File: config.mk
export PLATFORM = sky130hd
export DESIGN_NAME = alu_sequencer
export DESIGN_NICKNAME = d
export VERILOG_FILES = /design/src/rtl/alu_pkg.sv /design/src/rtl/alu_sequencer.sv
export SDC_FILE = /design/constraint.sdc
export NUM_CORES = 1
export LEC_CHECK = 0
export ABC_AREA = 1
export CAP_MARGIN = 15
export CORE_MARGIN = 2
export CORE_UTILIZATION = 40
export CTS_BUF_LIST = sky130_fd_sc_hd__clkbuf_2 sky130_fd_sc_hd__clkbuf_4 sky130_fd_sc_hd__clkbuf_8
export CTS_CLUSTER_SIZE = 14
export DETAILED_ROUTE_END_ITERATION = 6
export PLACE_DENSITY_LB_ADDON = 0.08
export SLEW_MARGIN = 20
export SYNTH_ARGS = -nofsm -noshare
export SYNTH_HDL_FRONTEND = slang
export SYNTH_SLANG_ARGS = --single-unit
export TNS_END_PERCENT = 1
File: constraint.sdc
create_clock -name clk -period 2.02 [get_ports clk]
set_clock_uncertainty 0.05 [all_clocks]
set_input_delay 0.505 -clock clk [delete_from_list [all_inputs] [get_ports clk]]
set_output_delay 0.505 -clock clk [all_outputs]
set_load 0.02 [all_outputs]
File: src/rtl/alu_pkg.sv
// Shared constants for the ALU front end: opcode values used by both the
// sequencer and the MUX select decode, and the sequencer FSM encoding.
package alu_pkg;

  localparam logic [3:0] OP_NOP  = 4'd0;
  localparam logic [3:0] OP_ADD  = 4'd1;
  localparam logic [3:0] OP_SUB  = 4'd2;
  localparam logic [3:0] OP_AND  = 4'd3;
  localparam logic [3:0] OP_OR   = 4'd4;
  localparam logic [3:0] OP_XOR  = 4'd5;
  localparam logic [3:0] OP_INV  = 4'd6;
  localparam logic [3:0] OP_SL   = 4'd7;
  localparam logic [3:0] OP_SR   = 4'd8;
  localparam logic [3:0] OP_LOAD = 4'd9;

  // Highest opcode the sequencer accepts; anything above is reported as illegal.
  localparam logic [3:0] OP_LAST_LEGAL = OP_LOAD;

  typedef enum logic [1:0] {
    S_IDLE  = 2'd0,
    S_ISSUE = 2'd1,
    S_RESP  = 2'd2
  } state_t;

  function automatic logic is_legal(input logic [3:0] op);
    return op <= OP_LAST_LEGAL;
  endfunction

endpackage

File: src/rtl/alu_sequencer.sv
// Sequential front end of the ALU: accepts one instruction per handshake,
// issues it to the external ALU units/MUX for one cycle, writes the MUX
// result back into the accumulator and returns the accumulator as a response.
module alu_sequencer
  import alu_pkg::*;
#(
  parameter int WIDTH = 8,
  parameter int OPW   = 4
) (
  input  logic             clk,
  input  logic             rst_n,
  input  logic             in_valid,
  output logic             in_ready,
  input  logic [OPW-1:0]   in_opcode,
  input  logic [WIDTH-1:0] in_operand,
  output logic [OPW-1:0]   opS,
  output logic [WIDTH-1:0] op_a,
  output logic [WIDTH-1:0] op_b,
  input  logic [WIDTH-1:0] alu_result,
  output logic             out_valid,
  input  logic             out_ready,
  output logic [WIDTH-1:0] out_data,
  output logic             out_zero,
  output logic             out_err
);

  state_t           state_q, state_d;
  logic [OPW-1:0]   opcode_q, opcode_d;
  logic [WIDTH-1:0] operand_q, operand_d;
  logic [WIDTH-1:0] acc_q, acc_d;
  logic             err_q, err_d;

  // State, instruction latch, accumulator and error flag registers.
  // NOTE: every register, including the instruction latch, is reset so a
  // reset mid-operation discards the pending instruction cleanly.
  always_ff @(posedge clk or negedge rst_n) begin
    if (!rst_n) begin
      state_q   <= S_IDLE;
      opcode_q  <= '0;
      operand_q <= '0;
      acc_q     <= '0;
      err_q     <= 1'b0;
    end else begin
      state_q   <= state_d;
      opcode_q  <= opcode_d;
      operand_q <= operand_d;
      acc_q     <= acc_d;
      err_q     <= err_d;
    end
  end

  // Next-state logic: capture in IDLE, write back at the end of ISSUE,
  // hold the response in RESP until the consumer takes it.
  // NOTE: every _d signal is defaulted to its _q first so no path infers a latch.
  always_comb begin
    state_d   = state_q;
    opcode_d  = opcode_q;
    operand_d = operand_q;
    acc_d     = acc_q;
    err_d     = err_q;
    unique case (state_q)
      S_IDLE: begin
        if (in_valid) begin
          opcode_d  = in_opcode;
          operand_d = in_operand;
          if (is_legal(in_opcode)) begin
            err_d   = 1'b0;
            state_d = S_ISSUE;
          end else begin
            // Illegal opcodes skip the ALU entirely; acc is preserved.
            err_d   = 1'b1;
            state_d = S_RESP;
          end
        end
      end
      S_ISSUE: begin
        if (opcode_q == OP_LOAD) begin
          acc_d = operand_q;
        end else if (opcode_q != OP_NOP) begin
          acc_d = alu_result;
        end
        state_d = S_RESP;
      end
      S_RESP: begin
        if (out_ready) state_d = S_IDLE;
      end
      default: state_d = S_IDLE;
    endcase
  end

  // Output decode: operands only reach the ALU during ISSUE; outside it the
  // MUX sees NOP and its result is ignored.
  always_comb begin
    in_ready  = rst_n && (state_q == S_IDLE);
    opS       = OP_NOP;
    op_a      = acc_q;
    op_b      = '0;
    out_valid = 1'b0;
    out_data  = '0;
    out_zero  = 1'b0;
    out_err   = 1'b0;
    if (state_q == S_ISSUE) begin
      opS  = (opcode_q == OP_LOAD) ? OP_NOP : opcode_q;
      op_b = operand_q;
    end
    if (state_q == S_RESP) begin
      out_valid = 1'b1;
      out_data  = acc_q;
      out_zero  = (acc_q == '0);
      out_err   = err_q;
    end
  end

endmodule

Yosys cells after proc, flatten, opt, wreduce, memory -nomap -nowiden --
Cells that the tools add are included.
Cells by class: eq/ne operators 5, multiplexer cells 14, reductions and logical operators 8, order comparisons 1
Operators with widths (number):
- $mux W8 | 4
- $logic_not A8 Y1 | 1
- $mux W4 | 2
- $mux W2 | 3
- $pmux W2 S3 | 1
- $reduce_and A2 Y1 | 3
- $eq A4 B4 Y1 const B | 1
- $le A4 B4 Y1 const B | 1
- $mux W1 | 4
- $ne A2 B2 Y1 const B | 2
- $reduce_bool A4 Y1 | 1
- $eq A2 B1 Y1 const B | 1
- $eq A2 B2 Y1 const B | 1
- $logic_not A2 Y1 | 1
- $reduce_bool A2 Y1 | 1
- $logic_and A1 B1 Y1 | 1
Word-level totals: register bits after elaboration 23, output and inout bits 32

Logic depth before layout (Yosys ltp) --
Gate-level depths: netlist of run 1.
depth in word-level cells 4, mapped depth 7

Worst setup path before layout of run 1 --
OpenSTA, ideal clock, no wires.
path type register to output, start point register opcode_q[3], end point output opS[0], path slack 0.168 ns, stages on the path, launching flop included 6, path buffers 0, arrival time 1.297 ns, path through dfrtp_1 nand2_1 clkinv_1 nand2_2 inv_1 nor3_1
On the way: longest elaborated chain between the ends 3
RTL lines:
- from (decl) | line alu_sequencer.sv:28 | logic [OPW-1:0] opcode_q, opcode_d;
- from (signal assigned) | line alu_sequencer.sv:45 | opcode_q <= opcode_d;
- $eq A4 B4 Y1 | line alu_sequencer.sv:103 | opS = (opcode_q == OP_LOAD) ? OP_NOP : opcode_q;
- $mux W4 | line alu_sequencer.sv:103
- $mux W4 | line alu_sequencer.sv:102 | if (state_q == S_ISSUE) begin
- to (decl) | line alu_sequencer.sv:16 | output logic [OPW-1:0] opS,
Every way passes these cells.

Worst setup path in the final report of run 1 --
start point register state_q[1], end point output op_b[1]
On the way: longest elaborated chain between the ends 2
RTL lines:
- from (decl) | line alu_sequencer.sv:27 | state_t state_q, state_d;
- from (signal assigned) | line alu_sequencer.sv:44 | state_q <= state_d;
- $eq A2 B1 Y1 | line alu_sequencer.sv:102
- $mux W8 | line alu_sequencer.sv:102
- to (decl) | line alu_sequencer.sv:18 | output logic [WIDTH-1:0] op_b,
Every way passes these cells.

==> results of run 1 <==
==> registers in the layout, indices dropped and copies added (netlist names) <==
register	flops
op_a	8
opcode_q	4
err_q	1
operand_q	8
state_q	2
==> worst paths after layout <==
path | start | end | slack, ps
worst max-delay path | state_q[1] | op_b[1] | 80
worst min-delay path | op_a[0] | op_a[0] | 460
worst max register to register | state_q[1] | err_q | 520
worst min register to register | op_a[0] | op_a[0] | 460
max in group asynchronous | rst_n | opcode_q[3] | 1150
min in group asynchronous | rst_n | op_a[2] | 540
==> timing repair <==
item / in CTS / in global routing
buffers inserted: 0 / 1
pin swaps: 0 / 0
endpoints found under the setup margin: 24 / 13
hold endpoints to repair: 0 / 0
gates resized for setup: 91 / 12
==> stage by stage <==
| step | TNS, ps | cells | util (%) |
|---|---|---|---|
| 2_1_floorplan | 0 | 168 | - |
| 3_3_place_gp | -367 | 263 | 67.1 |
| 3_5_place_dp | -395 | 263 | 67.1 |
| 4_1_cts | -77.4 | 267 | 65.0 |
| 5_1_grt | -123 | 268 | 64.8 |
| 6_report | 0 | 268 | 64.8 |
==> final cells by class <==
cell class / instances / area share, %
Timing Repair Buffer: 70 / 31.2
Tap cell: 31 / 2.13
Clock buffer: 3 / 1.24
Sequential cell: 23 / 31.7
Clock inverter: 1 / 0.275
Inverter: 27 / 5.58
Multi-Input combinational cell: 113 / 27.9
==> synthesized netlist by cell type, drive strengths merged <==
master	number
o21ai	2
buf	5
nor3b	1
nand4	3
clkinv	1
a21oi	13
nor2	33
nand3	9
nand2	48
nor3	3
dfrtp	23
o211ai	1
inv	26
==> power by group through the flow <==
stage	clock network, mW	logic (mW)	registers, mW
floorplan	0	0.644	0.858
global placement	0	1.28	0.777
detailed placement	0	1.32	0.790
CTS	0.221	1.25	0.778
global route	0.241	1.38	0.805
finish	0.214	1.26	0.775
==> worst max-delay path, cell delays in order, from the launching register on <==
cell and delay, ps:
dfrtp_1 410, inv_1 130, nand2_2 120, buf_12 160, nor2_1 90, buf_2 170
==> kinds of logic (layout without fill, tap and decap cells) <==
kind of cell / count (synthesis) / after routing / synth area share, %
compound gates: 16 / 16 / 7.55
buf+inv: 32 / 101 / 11.2
flops: 23 / 23 / 47.6
simple gates: 97 / 97 / 33.7
==> per-layer routing <==
metal	global-route usage, %	part of all wire [%]
met5	0	0
met4	3.90	0
met3	2.62	7.0
met2	35.1	50
met1	22.0	43
==> impl_metrics.yaml, run 1 <==
run_status:
  outcome: "finished clean"
timing:
  worst_slew_pin_slew_ps: 421
  fmax_mhz: 516
  slew_headroom_pct: 71.9
  hold_viol_final: 0
  fin_crit_sh_pct: 95.9
  setup_viol: 0
  drv_slew: 0
  fin_crit_ps: 1940
  fin_ws_ps: 82.1
  whs_ps: 462
  rsz0062_at_grt: "yes"
placed_design:
  globalplace.congestion: 0.835
  placed_cell_area_sq_um: 1880
  hpwlAfterDp_um: 2410
  portBuffers: 55
  post-place-ws_ps: -369
detailed_routing:
  routed_via_density: 4.59
  drtIter0Drc: 48
  ant_nets: 0
  drcViolationCount: 0
  first_pass_iters: 4
  wl_um: 3000
  vias: 1231
  wire_per_inst_um: 11.2
setup_path:
  reg2reg_depth: 6
  worst-path-max-fanout: 10
  end_kind: "output port"
  crit_arrival_ps: 1380
  crit_type: "flop to output port"
  worst_setup_path_start_kind: "flop"
  cp.required_ps: 1460
synth:
  synthTopCellsByArea: "dfrtp_1, nand2_1, nor2_1"
  syn_area_sq_um: 1210
  syn_area_per_cell_sq_um: 7.20
  synth.largest_area_cell: "dfrtp_1"
  yosys_warnings: 0
  yosys.cell_types.count: 19
  synth_cells: 168
  seq_area_frac_synth_pct: 47.6
  syn_nets: 192
  yosysTopAreaCellShare_pct: 47.6
  ys_ff_latch: 23
pwr:
  power_mw: 2.25
  powerDensity_nw_per_um2: 1240
  pwr-share-comb_pct: 56.0
  seq_power_share_pct: 34.5
  ir_worst_vdd_mv: 0.546
  p_int_mw: 1.25
  p_leak_nw: 1.02
  pwr-share-clk_pct: 9.5
  swShare_pct: 44.2
  switching_power_mw: 0.994
clock_tree:
  numCtsBuffers: 3
  path_clk_slew_ps: 130
  cts.sinks: 23
  h-tree-depth: 1
  tritoncts: "done"
  cts_root_buf: "clkbuf_4"
  clockBufferDepth: 2
  cts_hold_buf: 0
  clkLatencyLatePin_ps: 310
floorplan:
  start_util_pct: 43.1
  coreArea_sq_um: 2810
  dieArea_sq_um: 3480
  rows: 19
  io_pins: 56
  die_h_um: 59.0
  fp.dieW_um: 59.0
global_route:
  grt_util_all_layers_pct: 18.5
  overflow: 0
  antenna_found_initial: 0
  grt_max_degree: 27
  grt_pass1_wl_um: 5020
  grt_pass1_vias: 1192
final_layout:
  nFillCells: 276
  seq_area_sq_um: 576
  area_growth_pct: 50.2
  stdcell_area_sq_um: 1820
  final_common_cell: "nand2_1"
  fin_nets: 262
  drive_gt1_share_pct: 22.4
  multi_input_area_sq_um: 507
  final_cell_mix: "nand2_1, clkdlybuf4s50_1, nor2_1, inv_1, dfrtp_1"
  n_antenna_cell: 0
min_path:
  hold_path_class: "flop to flop"
  hold_depth: 2
flow_run:
  cap_viol_max_count: 0
Power figures use the tool's default switching activity.
==> inputs of run 2 (changes only) <==
- PLACE_DENSITY_LB_ADDON: 0.08 -> 0.3
==> impl_metrics.yaml, run 2 (synthesized netlist as in run 1, its figures left out) <==
pwr:
  power_mw: 2.22
  p_leak_nw: 1.01
  powerDensity_nw_per_um2: 1230
  ir_worst_vdd_mv: 0.598
global_route:
  grt_pass1_vias: 1102
  grt_util_all_layers_pct: 16.9
  grt_max_degree: 27
  overflow: 0
  antenna_found_initial: 0
  grt_pass1_wl_um: 4600
floorplan:
  dieArea_sq_um: 3480
  die_h_um: 59.0
  rows: 19
  fp.dieW_um: 59.0
  io_pins: 56
  coreArea_sq_um: 2810
  start_util_pct: 43.1
setup_path:
  worst-path-max-fanout: 8
  crit_arrival_ps: 1350
  crit_slowest_cell: "dfrtp_1"
  slowest_delay_ps: 440
  crit_type: "flop to output port"
  worst_setup_path_start_kind: "flop"
  end_kind: "output port"
  crit_chain: "nor2_2 > inv_1 > buf_4 > nor2_1 > buf_2"
  cp.required_ps: 1460
  reg2reg_depth: 5
final_layout:
  stdcell_area_sq_um: 1810
  final_cell_mix: "nand2_1, clkdlybuf4s50_1, nor2_1, inv_1, dfrtp_1"
  drive_gt1_share_pct: 22.0
  fin_util_pct: 64.5
  fin_nets: 261
  stdcell_count: 267
  final_common_cell: "nand2_1"
  area_growth_pct: 49.5
  n_antenna_cell: 0
placed_design:
  hpwlAfterDp_um: 2120
  placed_cell_area_sq_um: 1880
  placed_cells: 263
  globalplace.congestion: 0.782
  portBuffers: 55
clock_tree:
  tritoncts: "done"
  cts.sinks: 23
  path_clk_slew_ps: 120
  clockBufferDepth: 2
  h-tree-depth: 1
  cts_hold_buf: 0
  numCtsBuffers: 3
  clkLatencyLatePin_ps: 290
  cts_root_buf: "clkbuf_4"
detailed_routing:
  vias: 1208
  routed_via_density: 4.52
  drcViolationCount: 0
  first_pass_iters: 4
  wl_um: 2700
  wire_per_inst_um: 10.1
  drtIter0Drc: 18
  ant_nets: 0
timing:
  setup_viol: 0
  fin_crit_sh_pct: 94.1
  slew_headroom_pct: 70.6
  fmax_mhz: 526
  fin_tns_setup_ps: 0
  drv_slew: 0
  fin_crit_ps: 1900
  worst_slew_pin_slew_ps: 439
  rsz0062_at_grt: "no"
  hold_viol_final: 0
flow_run:
  cap_viol_max_count: 0
min_path:
  hold_path_class: "flop to flop"
  hold_depth: 2
run_status:
  outcome: "finished clean"
[run 2: cell type report]
cell class	count	area [sq um]
multi-input combinational	113	507
sequential	23	576
clock buffer	4	30.0
fill	279	996
timing repair buffer	69	557
inverter	27	101
tap	31	38.8
[run 2: where the power goes]
part / internal, mW / switching [mW] / total, mW
Combinational: 0.525 / 0.710 / 1.23
Sequential: 0.646 / 0.122 / 0.768
Clock: 0.0901 / 0.125 / 0.215
[run 2: through the flow]
stage	setup WS [ps]	hold slack, ps
5_1_grt	4.26	500
3_5_place_dp	-328	446
4_1_cts	2.26	474
3_3_place_gp	-337	440
2_1_floorplan	168	159
6_report	119	473
[run 2: final timing paths]
path | from | to | slack [ps]
max | state_q[0] | out_data[6] | 120
min | op_a[3] | op_a[3] | 470
max reg2reg | state_q[0] | err_q | 540
min reg2reg | op_a[3] | op_a[3] | 470
max in group asynchronous | rst_n | operand_q[4] | 1160
min in group asynchronous | rst_n | opcode_q[2] | 530
[run 2: worst max-delay path: cells and delay by family (launching register included)]
kind	cells	cell delay (ps)
buffers and inverters	3	400
flip-flops	1	440
AND/OR/NAND/NOR	2	200
[run 2: per-layer routing]
layer / GRT usage (%) / up-vias / routed length (um)
met5: 0 / - / 0
met4: 3.90 / 0 / 13
met3: 2.84 / 2 / 156
met2: 28.7 / 38 / 1250
met1: 22.5 / 519 / 1280
li1: - / 649 / -
[run 2: what timing repair did]
| item | in CTS | in global routing |
|---|---|---|
| buffers inserted | 0 | 0 |
| resized for setup | 80 | 22 |
| endpoints found under the setup margin | 24 | 17 |
